$ cat src/rtl/power_detector.sv
// Windowed |I|+|Q| power per channel, max-combined, with hysteresis trigger FSM; power 2 cycles, trigger 3 cycles after an accepted sample.
// No backpressure: advances only on signal_valid_in, 1 sample/cycle; POWER_DET_TIMEOUT_EN adds packet-length timeout and REARM state.
module power_detector #(
   parameter int DATA_WIDTH  = 16,
   parameter int NUM_CH      = 2,
   parameter int AVG_LOG2    = 4,
   parameter int HOLD_LEN    = 80,
   parameter int SKIP_SAMPLE = 0,
   parameter int MAX_PKT_LEN = 4096
) (
   input  logic                           clk_in,
   input  logic                           rst_in,
   input  logic [DATA_WIDTH:0]            thresh_hi_in,
   input  logic [DATA_WIDTH:0]            thresh_lo_in,
   input  logic [NUM_CH*2*DATA_WIDTH-1:0] signal_data_in,
   input  logic                           signal_valid_in,
   output logic [DATA_WIDTH:0]            power_out,
   output logic                           power_valid_out,
   output logic                           trigger_out,
   output logic [NUM_CH-1:0]              active_ch_out,
   output logic                           timeout_out
);
   localparam int MAG_W = DATA_WIDTH + 1;
   localparam int SUM_W = MAG_W + AVG_LOG2;
   localparam int DEPTH = 2 ** AVG_LOG2;
   localparam logic [15:0] WARM_LAST = 16'(DEPTH + SKIP_SAMPLE - 1);
   localparam logic [15:0] HOLD_LAST = 16'(HOLD_LEN - 1);

`ifdef POWER_DET_TIMEOUT_EN
   localparam logic [15:0] PKT_LAST = 16'(MAX_PKT_LEN - 1);
   typedef enum logic [1:0] {WARMUP, IDLE, PACKET, REARM} state_t;
`else
   typedef enum logic [1:0] {WARMUP, IDLE, PACKET} state_t;
`endif

   // Sign-extend before negating so that |-2^(W-1)| = 2^(W-1) fits.
   function automatic logic [MAG_W-1:0] abs_ext(input logic [DATA_WIDTH-1:0] x);
      logic [MAG_W-1:0] e;
      e = {x[DATA_WIDTH-1], x};
      return x[DATA_WIDTH-1] ? (~e + MAG_W'(1)) : e;
   endfunction

   function automatic logic [15:0] sat_inc(input logic [15:0] v);
      return (v == 16'hFFFF) ? v : v + 16'd1;
   endfunction

   logic [MAG_W-1:0] mag    [NUM_CH];
   logic [MAG_W-1:0] dline  [NUM_CH][DEPTH];
   logic [SUM_W-1:0] sum    [NUM_CH];
   logic [MAG_W-1:0] ch_avg [NUM_CH];
   logic [MAG_W-1:0] max_avg;
   logic             sum_vld;
   logic [NUM_CH-1:0] ch_hi;

   state_t      state, state_nxt;
   logic        trig_nxt;
   logic [NUM_CH-1:0] act_nxt;
   logic [15:0] hold_cnt, hold_nxt;
   logic [15:0] warm_cnt, warm_nxt;
`ifdef POWER_DET_TIMEOUT_EN
   logic [15:0] pkt_cnt, pkt_nxt;
   logic        tmo_nxt;
`endif

   always_comb begin
      for (int c = 0; c < NUM_CH; c++) begin
         mag[c] = abs_ext(signal_data_in[c*2*DATA_WIDTH + 2*DATA_WIDTH-1 -: DATA_WIDTH])
                + abs_ext(signal_data_in[c*2*DATA_WIDTH + DATA_WIDTH-1 -: DATA_WIDTH]);
      end
   end

   always_comb begin
      max_avg = '0;
      for (int c = 0; c < NUM_CH; c++) begin
         if (sum[c][SUM_W-1:AVG_LOG2] > max_avg) max_avg = sum[c][SUM_W-1:AVG_LOG2];
      end
   end

   always_comb begin
      for (int c = 0; c < NUM_CH; c++) ch_hi[c] = (ch_avg[c] >= thresh_hi_in);
   end

   // Stage A: delay line and running sum per channel.
   always_ff @(posedge clk_in or posedge rst_in) begin
      if (rst_in) begin
         sum_vld <= 1'b0;
         for (int c = 0; c < NUM_CH; c++) begin
            sum[c] <= '0;
            for (int d = 0; d < DEPTH; d++) dline[c][d] <= '0;
         end
      end else begin
         sum_vld <= signal_valid_in;
         if (signal_valid_in) begin
            for (int c = 0; c < NUM_CH; c++) begin
               sum[c]      <= sum[c] + SUM_W'(mag[c]) - SUM_W'(dline[c][DEPTH-1]);
               dline[c][0] <= mag[c];
               for (int d = 1; d < DEPTH; d++) dline[c][d] <= dline[c][d-1];
            end
         end
      end
   end

   // Stage B: averages and channel maximum.
   always_ff @(posedge clk_in or posedge rst_in) begin
      if (rst_in) begin
         power_out       <= '0;
         power_valid_out <= 1'b0;
         for (int c = 0; c < NUM_CH; c++) ch_avg[c] <= '0;
      end else begin
         power_valid_out <= sum_vld;
         if (sum_vld) begin
            power_out <= max_avg;
            for (int c = 0; c < NUM_CH; c++) ch_avg[c] <= sum[c][SUM_W-1:AVG_LOG2];
         end
      end
   end

   // Stage C: trigger FSM, evaluated once per average.
   always_comb begin
      state_nxt = state;
      trig_nxt  = trigger_out;
      act_nxt   = active_ch_out;
      hold_nxt  = hold_cnt;
      warm_nxt  = warm_cnt;
`ifdef POWER_DET_TIMEOUT_EN
      pkt_nxt   = pkt_cnt;
      tmo_nxt   = 1'b0;
`endif
      if (power_valid_out) begin
         case (state)
            WARMUP: begin
               if (warm_cnt >= WARM_LAST) state_nxt = IDLE;
               else                       warm_nxt  = sat_inc(warm_cnt);
            end
            IDLE: begin
               if (power_out >= thresh_hi_in) begin
                  trig_nxt  = 1'b1;
                  act_nxt   = ch_hi;
                  hold_nxt  = '0;
                  state_nxt = PACKET;
`ifdef POWER_DET_TIMEOUT_EN
                  pkt_nxt   = '0;
`endif
               end
            end
            PACKET: begin
               if (power_out < thresh_lo_in) begin
                  if (hold_cnt >= HOLD_LAST) begin
                     trig_nxt  = 1'b0;
                     state_nxt = IDLE;
                  end else begin
                     hold_nxt = sat_inc(hold_cnt);
                  end
               end else begin
                  hold_nxt = '0;
               end
`ifdef POWER_DET_TIMEOUT_EN
               // Timeout overrides the hold-off outcome of the same evaluation.
               pkt_nxt = sat_inc(pkt_cnt);
               if (pkt_cnt >= PKT_LAST) begin
                  trig_nxt  = 1'b0;
                  tmo_nxt   = 1'b1;
                  hold_nxt  = '0;
                  state_nxt = REARM;
               end
`endif
            end
`ifdef POWER_DET_TIMEOUT_EN
            REARM: begin
               if (power_out < thresh_lo_in) state_nxt = IDLE;
            end
`endif
            default: state_nxt = WARMUP;
         endcase
      end
   end

   always_ff @(posedge clk_in or posedge rst_in) begin
      if (rst_in) begin
         state         <= WARMUP;
         trigger_out   <= 1'b0;
         active_ch_out <= '0;
         hold_cnt      <= '0;
         warm_cnt      <= '0;
      end else begin
         state         <= state_nxt;
         trigger_out   <= trig_nxt;
         active_ch_out <= act_nxt;
         hold_cnt      <= hold_nxt;
         warm_cnt      <= warm_nxt;
      end
   end

`ifdef POWER_DET_TIMEOUT_EN
   always_ff @(posedge clk_in or posedge rst_in) begin
      if (rst_in) begin
         pkt_cnt     <= '0;
         timeout_out <= 1'b0;
      end else begin
         pkt_cnt     <= pkt_nxt;
         timeout_out <= tmo_nxt;
      end
   end
`else
   assign timeout_out = 1'b0;
`endif

endmodule

$ cat config.mk
export PLATFORM = sky130hd
export DESIGN_NAME = power_detector
export DESIGN_NICKNAME = d
export VERILOG_FILES = /design/src/rtl/power_detector.sv
export SDC_FILE = /design/constraint.sdc
export NUM_CORES = 1
export LEC_CHECK = 0
export BUFFER_PORTS_ARGS = -buffer_cell sky130_fd_sc_hd__buf_2
export CELL_PAD_IN_SITES_DETAIL_PLACEMENT = 1
export CELL_PAD_IN_SITES_GLOBAL_PLACEMENT = 2
export CORE_MARGIN = 8
export CORE_UTILIZATION = 44
export CTS_CLUSTER_SIZE = 25
export DETAILED_ROUTE_END_ITERATION = 10
export PLACE_DENSITY_LB_ADDON = 0.1
export SLEW_MARGIN = 25
export SYNTH_ARGS = -nofsm -noshare
export SYNTH_HDL_FRONTEND = slang
export SYNTH_SLANG_ARGS = --single-unit
$ cat constraint.sdc
create_clock -name clk_in -period 23.9 [get_ports clk_in]
set_clock_uncertainty 0.2 [all_clocks]
set_input_delay 1.195 -clock clk_in [delete_from_list [all_inputs] [get_ports clk_in]]
set_output_delay 1.195 -clock clk_in [all_outputs]
set_load 0.05 [all_outputs]
==> results_dict.tcl, run 1 <==
set metrics [dict create \
    status "finished clean" \
    worstPathCellList "buf_2, or4_1, o31ai_1, nand2_1, xor2_1, ha_1, nand3_1, or2_2, or3_1, a21boi_0, o21ai_0, a21oi_1, fa_1, ha_1, o21a_1, o21a_1, a21oi_1, o41ai_1, a31o_2, a2111o_1, o211ai_1" \
    fin_crit_sh 0.268 \
    grt_usage 0.172 \
    crit_path_start_kind "input pin" \
    r2r_cells 12 \
    setup_viol 0 \
    antenna_cells 0 \
    clockBufferDepth 3 \
    worstReg2RegEnd "power_out[0]" \
    core_um2 72800 \
    clk_pin_slew_ps 50 \
    min_path_cells 0 \
    path_class "input pin to flop" \
    vias_per_cell 5.33 \
    pre_cts_slack_ps 16860 \
    min-delay-start "warm_cnt[8]" \
    cts_root_buffer "clkbuf_16" \
    r2r_slack_ps 20000 \
    area_growth_pct 12.8 \
    utilization 0.501 \
    final_area_um2 36500 \
    cpMaxStageDelayCell "or4_1" \
    yosys.area_share.simple 0.0555 \
    ant_nets 0 \
    drive_gt1_frac 0.307 \
    first_iter_violations 755 \
    ir_drop_v 0.0000827 \
    setup_ws_ps 17490 \
    synth_xor_area_frac 0.0298 \
    finalCriticalPeriod_ps 6410 \
    grt_max_degree 202 \
    synth_compound_area_frac 0.0737 \
    yosys_warnings 0 \
    p_total_mw 5.51 \
    cts_setup_buffers 0 \
    dp_cells 3531 \
    cp_num_cells 21 \
    dieArea_um2 82400 \
    synthAdderAreaFrac 0.0862 \
    drv_cap 0 \
    fmax_ghz 0.156 \
    dr.pass1.iters 4 \
    synthTopCellsByArea "dfrtp_1 (52%), mux2_2 (19%), ha_1 (6.4%)" \
    synth_cells 2545 \
    gp_congestion 0.870 \
    cp_slowest_stage_delay_ps 560 \
    ys.flop_type "dfrtp_1" \
    drv_slew 0 \
    holdCritPathClass "flop to flop" \
    dpl_cell_area_um2 33800 \
    grt_pass1_vias 21685 \
    ctsHoldBuffers 0 \
    synthesis.nets 2847 \
    synth_top_family_by_area "multiplexers" \
    fp.dieW_um 287 \
    syn_avg_cell_area_um2 12.7 \
    grt_first_pass_wirelength_um 117000 \
    ys_ff_latch 676 \
    antenna_found_initial 8 \
    hold-path-endpoint "warm_cnt[8]" \
    yosys-mux-area-fraction 0.201 \
    worstMarginPinSlew_ps 1090 \
    finalHoldViolations 0 \
    drc_errors 0 \
    cts_tree "done" \
    htreeDepth 3 \
    syn-cell-area_um2 32300 \
    synth_top_area_frac 0.523 \
    rows 99 \
    crit_path_max_fanout 7 \
    end_kind "flop" \
    tns_ps 0 \
    die_h_um 287 \
    cp.arrival_ps 6740 \
    rsz0062_at_grt "false" \
    clock_latency_ps 620 \
    via_count 19554 \
    path_buf_inv 1 \
    pwr_density_cell_nw_per_um2 151 \
    yosysTopAreaCell "dfrtp_1" \
    cts-resized-gates 0 \
    cts_sinks 676 \
    async_reset_ff_frac 1.00 \
    fin_nets 2952 \
    wl_um 69500 \
    p_leak_nw 16.6 \
    wl_per_cell_um 19.0 \
    worstPathRequired_ps 24230 \
    grt_overflow 0 \
    final-instance-count-excl-fill 3666 \
    start_util 0.444 \
    cts_buffers 76 \
    synth.distinct_cells 74 \
    crit_family "compound AO/OA/AOI/OAI gates" \
    io_pins 123 \
    slew-limit-headroom 0.271 \
    r2r-start "sum[25]" \
    synth-seq-area-share 0.523 \
    port-buffer-count 121 \
    synth-edff-count 0 \
    dp_hpwl_um 49300 \
    whs_ps 174 \
]
==> routing by layer <==
metal | up-vias | wire length (µm) | GRT usage
met4 | 0 | 2120 | 0.0594
met2 | 219 | 32900 | 0.282
li1 | 9203 | - | -
met3 | 109 | 2340 | 0.0247
met5 | - | 0 | 0
met1 | 10023 | 32200 | 0.234
==> registers in the layout, indices dropped and copies added, names as in the netlist, 2 cells and up <==
| signal | count |
|---|---|
| dline | 544 |
| sum | 42 |
| ch_avg | 34 |
| power_out | 17 |
| hold_cnt | 16 |
| warm_cnt | 16 |
| active_ch_out | 2 |
| state | 2 |
==> power breakdown <==
group	switching, mW	total [mW]	internal [mW]	leakage (nW)
clock	0.473	1.19	0.718	1.28
combinational	1.20	2.30	1.10	7.17
sequential	0.337	2.01	1.68	8.15
==> worst max path at each step <==
stage	end	startpoint	slack [ps]
CTS	sum[19]	signal_data_in[36]	17520
global placement	sum[20]	signal_data_in[38]	17070
global route	sum[20]	signal_data_in[36]	17020
finish	sum[19]	signal_data_in[38]	17490
floorplan	active_ch_out[0]	rst_in	3560
detailed placement	sum[19]	signal_data_in[36]	16860
==> cell usage in the layout (no fill, tap or decap), types with 8 or more instances in the layout <==
cell type,instances
dfrtp_1,675
mux2_2,551
ha_1,165
inv_1,140
buf_2,120
nand2_1,109
a21oi_1,99
xnor2_1,90
o21ai_0,84
nor2_1,76
clkbuf_16,76
a21o_1,49
fa_1,36
mux2i_1,30
nand3_1,24
o31ai_1,22
xor2_1,20
nand2b_1,18
nand4_1,17
nor3_1,17
clkbuf_1,17
or3_1,16
and2_1,15
nor4_1,13
clkinv_2,13
nor2b_1,12
o21bai_1,12
clkbuf_8,12
and3_1,10
a211oi_1,10
o21a_1,10
o211ai_1,10
bufinv_16,8
==> cell families (layout without fill, tap and decap cells) <==
logic type                 Yosys count  after routing
buffers and inverters              250            412
adders and majority gates          201            201
and+or+nand+nor                    360            360
DFF                                676            676
AOI/OAI and AO/OA                  366            366
xor gates and xnor gates           110            110
other                                1              1
muxes                              581            581
==> final cells by class <==
type | count | area [µm²]
Inverter | 141 | 537
Fill cell | 7411 | 36400
Clock inverter | 30 | 479
Clock buffer | 105 | 2130
Multi-Input combinational cell | 1619 | 14400
Timing Repair Buffer | 136 | 776
Tap cell | 959 | 1200
Sequential cell | 676 | 16900
==> cell usage after synthesis, types with 6 or more instances <==
| library cell | count |
|---|---|
| clkbuf_1 | 98 |
| fa_1 | 36 |
| o41ai_1 | 6 |
| mux2_2 | 551 |
| inv_1 | 141 |
| xnor2_1 | 90 |
| a21oi_1 | 99 |
| o21a_1 | 10 |
| mux2i_1 | 30 |
| dfrtp_1 | 676 |
| nand4_1 | 17 |
| nand2_1 | 109 |
| a31oi_1 | 7 |
| and3_1 | 10 |
| or3_1 | 16 |
| nor3_1 | 17 |
| and2_1 | 15 |
| o21bai_1 | 12 |
| nor2_1 | 76 |
| nand3_1 | 24 |
| a211oi_1 | 10 |
| or2_2 | 7 |
| nand2b_1 | 18 |
| o211ai_1 | 10 |
| a21o_1 | 49 |
| a31o_2 | 7 |
| ha_1 | 165 |
| nor2b_1 | 12 |
| o21ai_0 | 84 |
| nor4_1 | 13 |
| xor2_1 | 20 |
| o31ai_1 | 22 |
Power figures use the tool's default switching activity.
==> run 2, diff against run 1 <==
- clock period: 23.9 -> 6.6 ns (I/O delays scaled with it)
==> run 2 against run 1 <==
Worst hold slack got worse by 120 ps. Final cell count increased by 0.41%. Clock-buffer cell count fell by 5. Global-route usage decreased by 0.071 points. Combinational power rose to 3.6 times the previous value. Final area rose by 0.54%. Non-clock buffer count is 10 higher. Critical path depth is 4 higher. Largest cell class unchanged. Largest power group unchanged.
==> results_dict.tcl, run 2 (synthesis results as in run 1) <==
set metrics [dict create \
    worstMarginPinSlew_ps 958 \
    fp.dieW_um 287 \
    top_register "dline" \
    grt_first_pass_wirelength_um 116000 \
    cts_buffers 76 \
    setup_viol 0 \
    dieArea_um2 82400 \
    top_regs "dline x544, sum x42, ch_avg x34" \
    final_area_um2 36700 \
    dp_cells 3534 \
    drv_slew 0 \
    final_cell_mix "dfrtp_1 (675), mux2_2 (551), ha_1 (165), inv_1 (140), buf_2 (120)" \
    finalHoldViolations 0 \
    drive_gt1_frac 0.310 \
    worstPathRequired_ps 6930 \
    drc_errors 0 \
    status "finished clean" \
    grt_pass1_vias 21674 \
    fillCellCount 7421 \
    rows 99 \
    r2r_slack_ps 2660 \
    cts_root_buffer "clkbuf_16" \
    antenna_found_initial 5 \
    met1_usage 0.232 \
    clock_latency_ps 620 \
    crit_path_start_kind "input pin" \
    htreeDepth 3 \
    clk_pin_slew_ps 60 \
    dpl_cell_area_um2 33900 \
    cpMaxStageDelayCell "dlygate4sd3_1" \
    p_total_mw 20.0 \
    final-instance-count-excl-fill 3681 \
    pwr_density_cell_nw_per_um2 547 \
    rsz0062_at_grt "false" \
    cp_slowest_stage_delay_ps 530 \
    holdCritPathClass "input pin to flop" \
    clockBufferDepth 3 \
    end_kind "flop" \
    cp.arrival_ps 6330 \
    fin_crit_sh 0.909 \
    busiest_layer "met2" \
    crit_path_max_fanout 5 \
    core_um2 72800 \
    finalCriticalPeriod_ps 6000 \
    dr.pass1.iters 4 \
    first_iter_violations 857 \
    drv_cap 0 \
    wl_um 69500 \
    cts_tree "done" \
    largest_reg_flops 544 \
    p_leak_nw 16.7 \
    wl_per_cell_um 18.9 \
    met3_usage 0.0260 \
    via_count 19588 \
    grt_overflow 0 \
    slew-limit-headroom 0.361 \
    cpMostUsedCell "a21oi_1" \
    ant_nets 0 \
    path_class "input pin to flop" \
    use_met2 0.281 \
    area_growth_pct 13.4 \
    final_common_cell "dfrtp_1" \
    fin_nets 2962 \
    cts_sinks 676 \
    io_pins 123 \
    die_h_um 287 \
    fmax_ghz 0.167 \
    grt_max_degree 199 \
    ir_drop_v 0.000256 \
    whs_ps 57.7 \
    grt_usage 0.172 \
    dp_hpwl_um 49100 \
    gp_congestion 0.826 \
    port-buffer-count 121 \
    start_util 0.444 \
    vias_per_cell 5.32 \
]
run 2: changes by cell type in the layout (fill, tap and decap cells not counted), sizes merged:
cell and change:
inv -2, clkbuf -5, clkinvlp +2, dlygate4sd3 +6
diode +2, bufinv +1, buf +4, clkinv +7
run 2: per-stage QoR:
step	setup WS (ps)	setup TNS (ps)	utilization
floorplan	-3180	-2147160	-
global placement	690	0	0.466
detailed placement	457	0	0.466
CTS	697	0	0.503
global route	324	0	0.503
finish	598	0	0.503
run 2: critical path: cells and delay by family:
| kind | cells | cell delay [ps] |
|---|---|---|
| fa+ha+maj | 4 | 1630 |
| xor+xnor | 1 | 170 |
| compound gates | 16 | 3470 |
| buf+inv | 3 | 690 |
| simple gates | 1 | 70 |
run 2: repair_timing:
| item | in CTS | in global routing |
|---|---|---|
| gates resized for setup | 0 | 0 |
| hold buffers | 6 | 0 |
| setup buffers | 0 | 0 |
| endpoints found under the hold margin | 32 | 0 |
run 2: power by group:
| group | leakage [nW] | switching, mW | internal (mW) |
|---|---|---|---|
| clock network | 1.31 | 1.76 | 2.65 |
| registers | 8.15 | 1.21 | 6.07 |
| logic | 7.22 | 4.37 | 4.00 |
run 2: worst paths after layout:
kind	from	cells past startpoint	end
max	signal_data_in[48]	25	sum[19]
min	signal_data_in[0]	3	dline[527]
max reg2reg	sum[40]	14	power_out[14]
min reg2reg	warm_cnt[6]	0	warm_cnt[6]
max in group asynchronous	rst_in	5	sum[3]
min in group asynchronous	rst_in	3	power_out[14]
run 2: area by class of cell:
class / instances / area [µm²] / area share
antenna: 2 / 5.00 / 0.000136
clock inverter: 38 / 544 / 0.0148
timing repair buffer: 146 / 913 / 0.0249
inverter: 141 / 533 / 0.0145
tap: 959 / 1200 / 0.0327
clock buffer: 100 / 2120 / 0.0579
sequential: 676 / 16900 / 0.461
multi-input combinational: 1619 / 14400 / 0.394
run 2: metal layers:
layer / share of wire / routed length [µm] / up-vias
met2: 0.47 / 33000 / 238
met3: 0.032 / 2230 / 123
met4: 0.030 / 2100 / 0
met1: 0.46 / 32200 / 9983
met5: 0 / 0 / -
li1: - / - / 9244
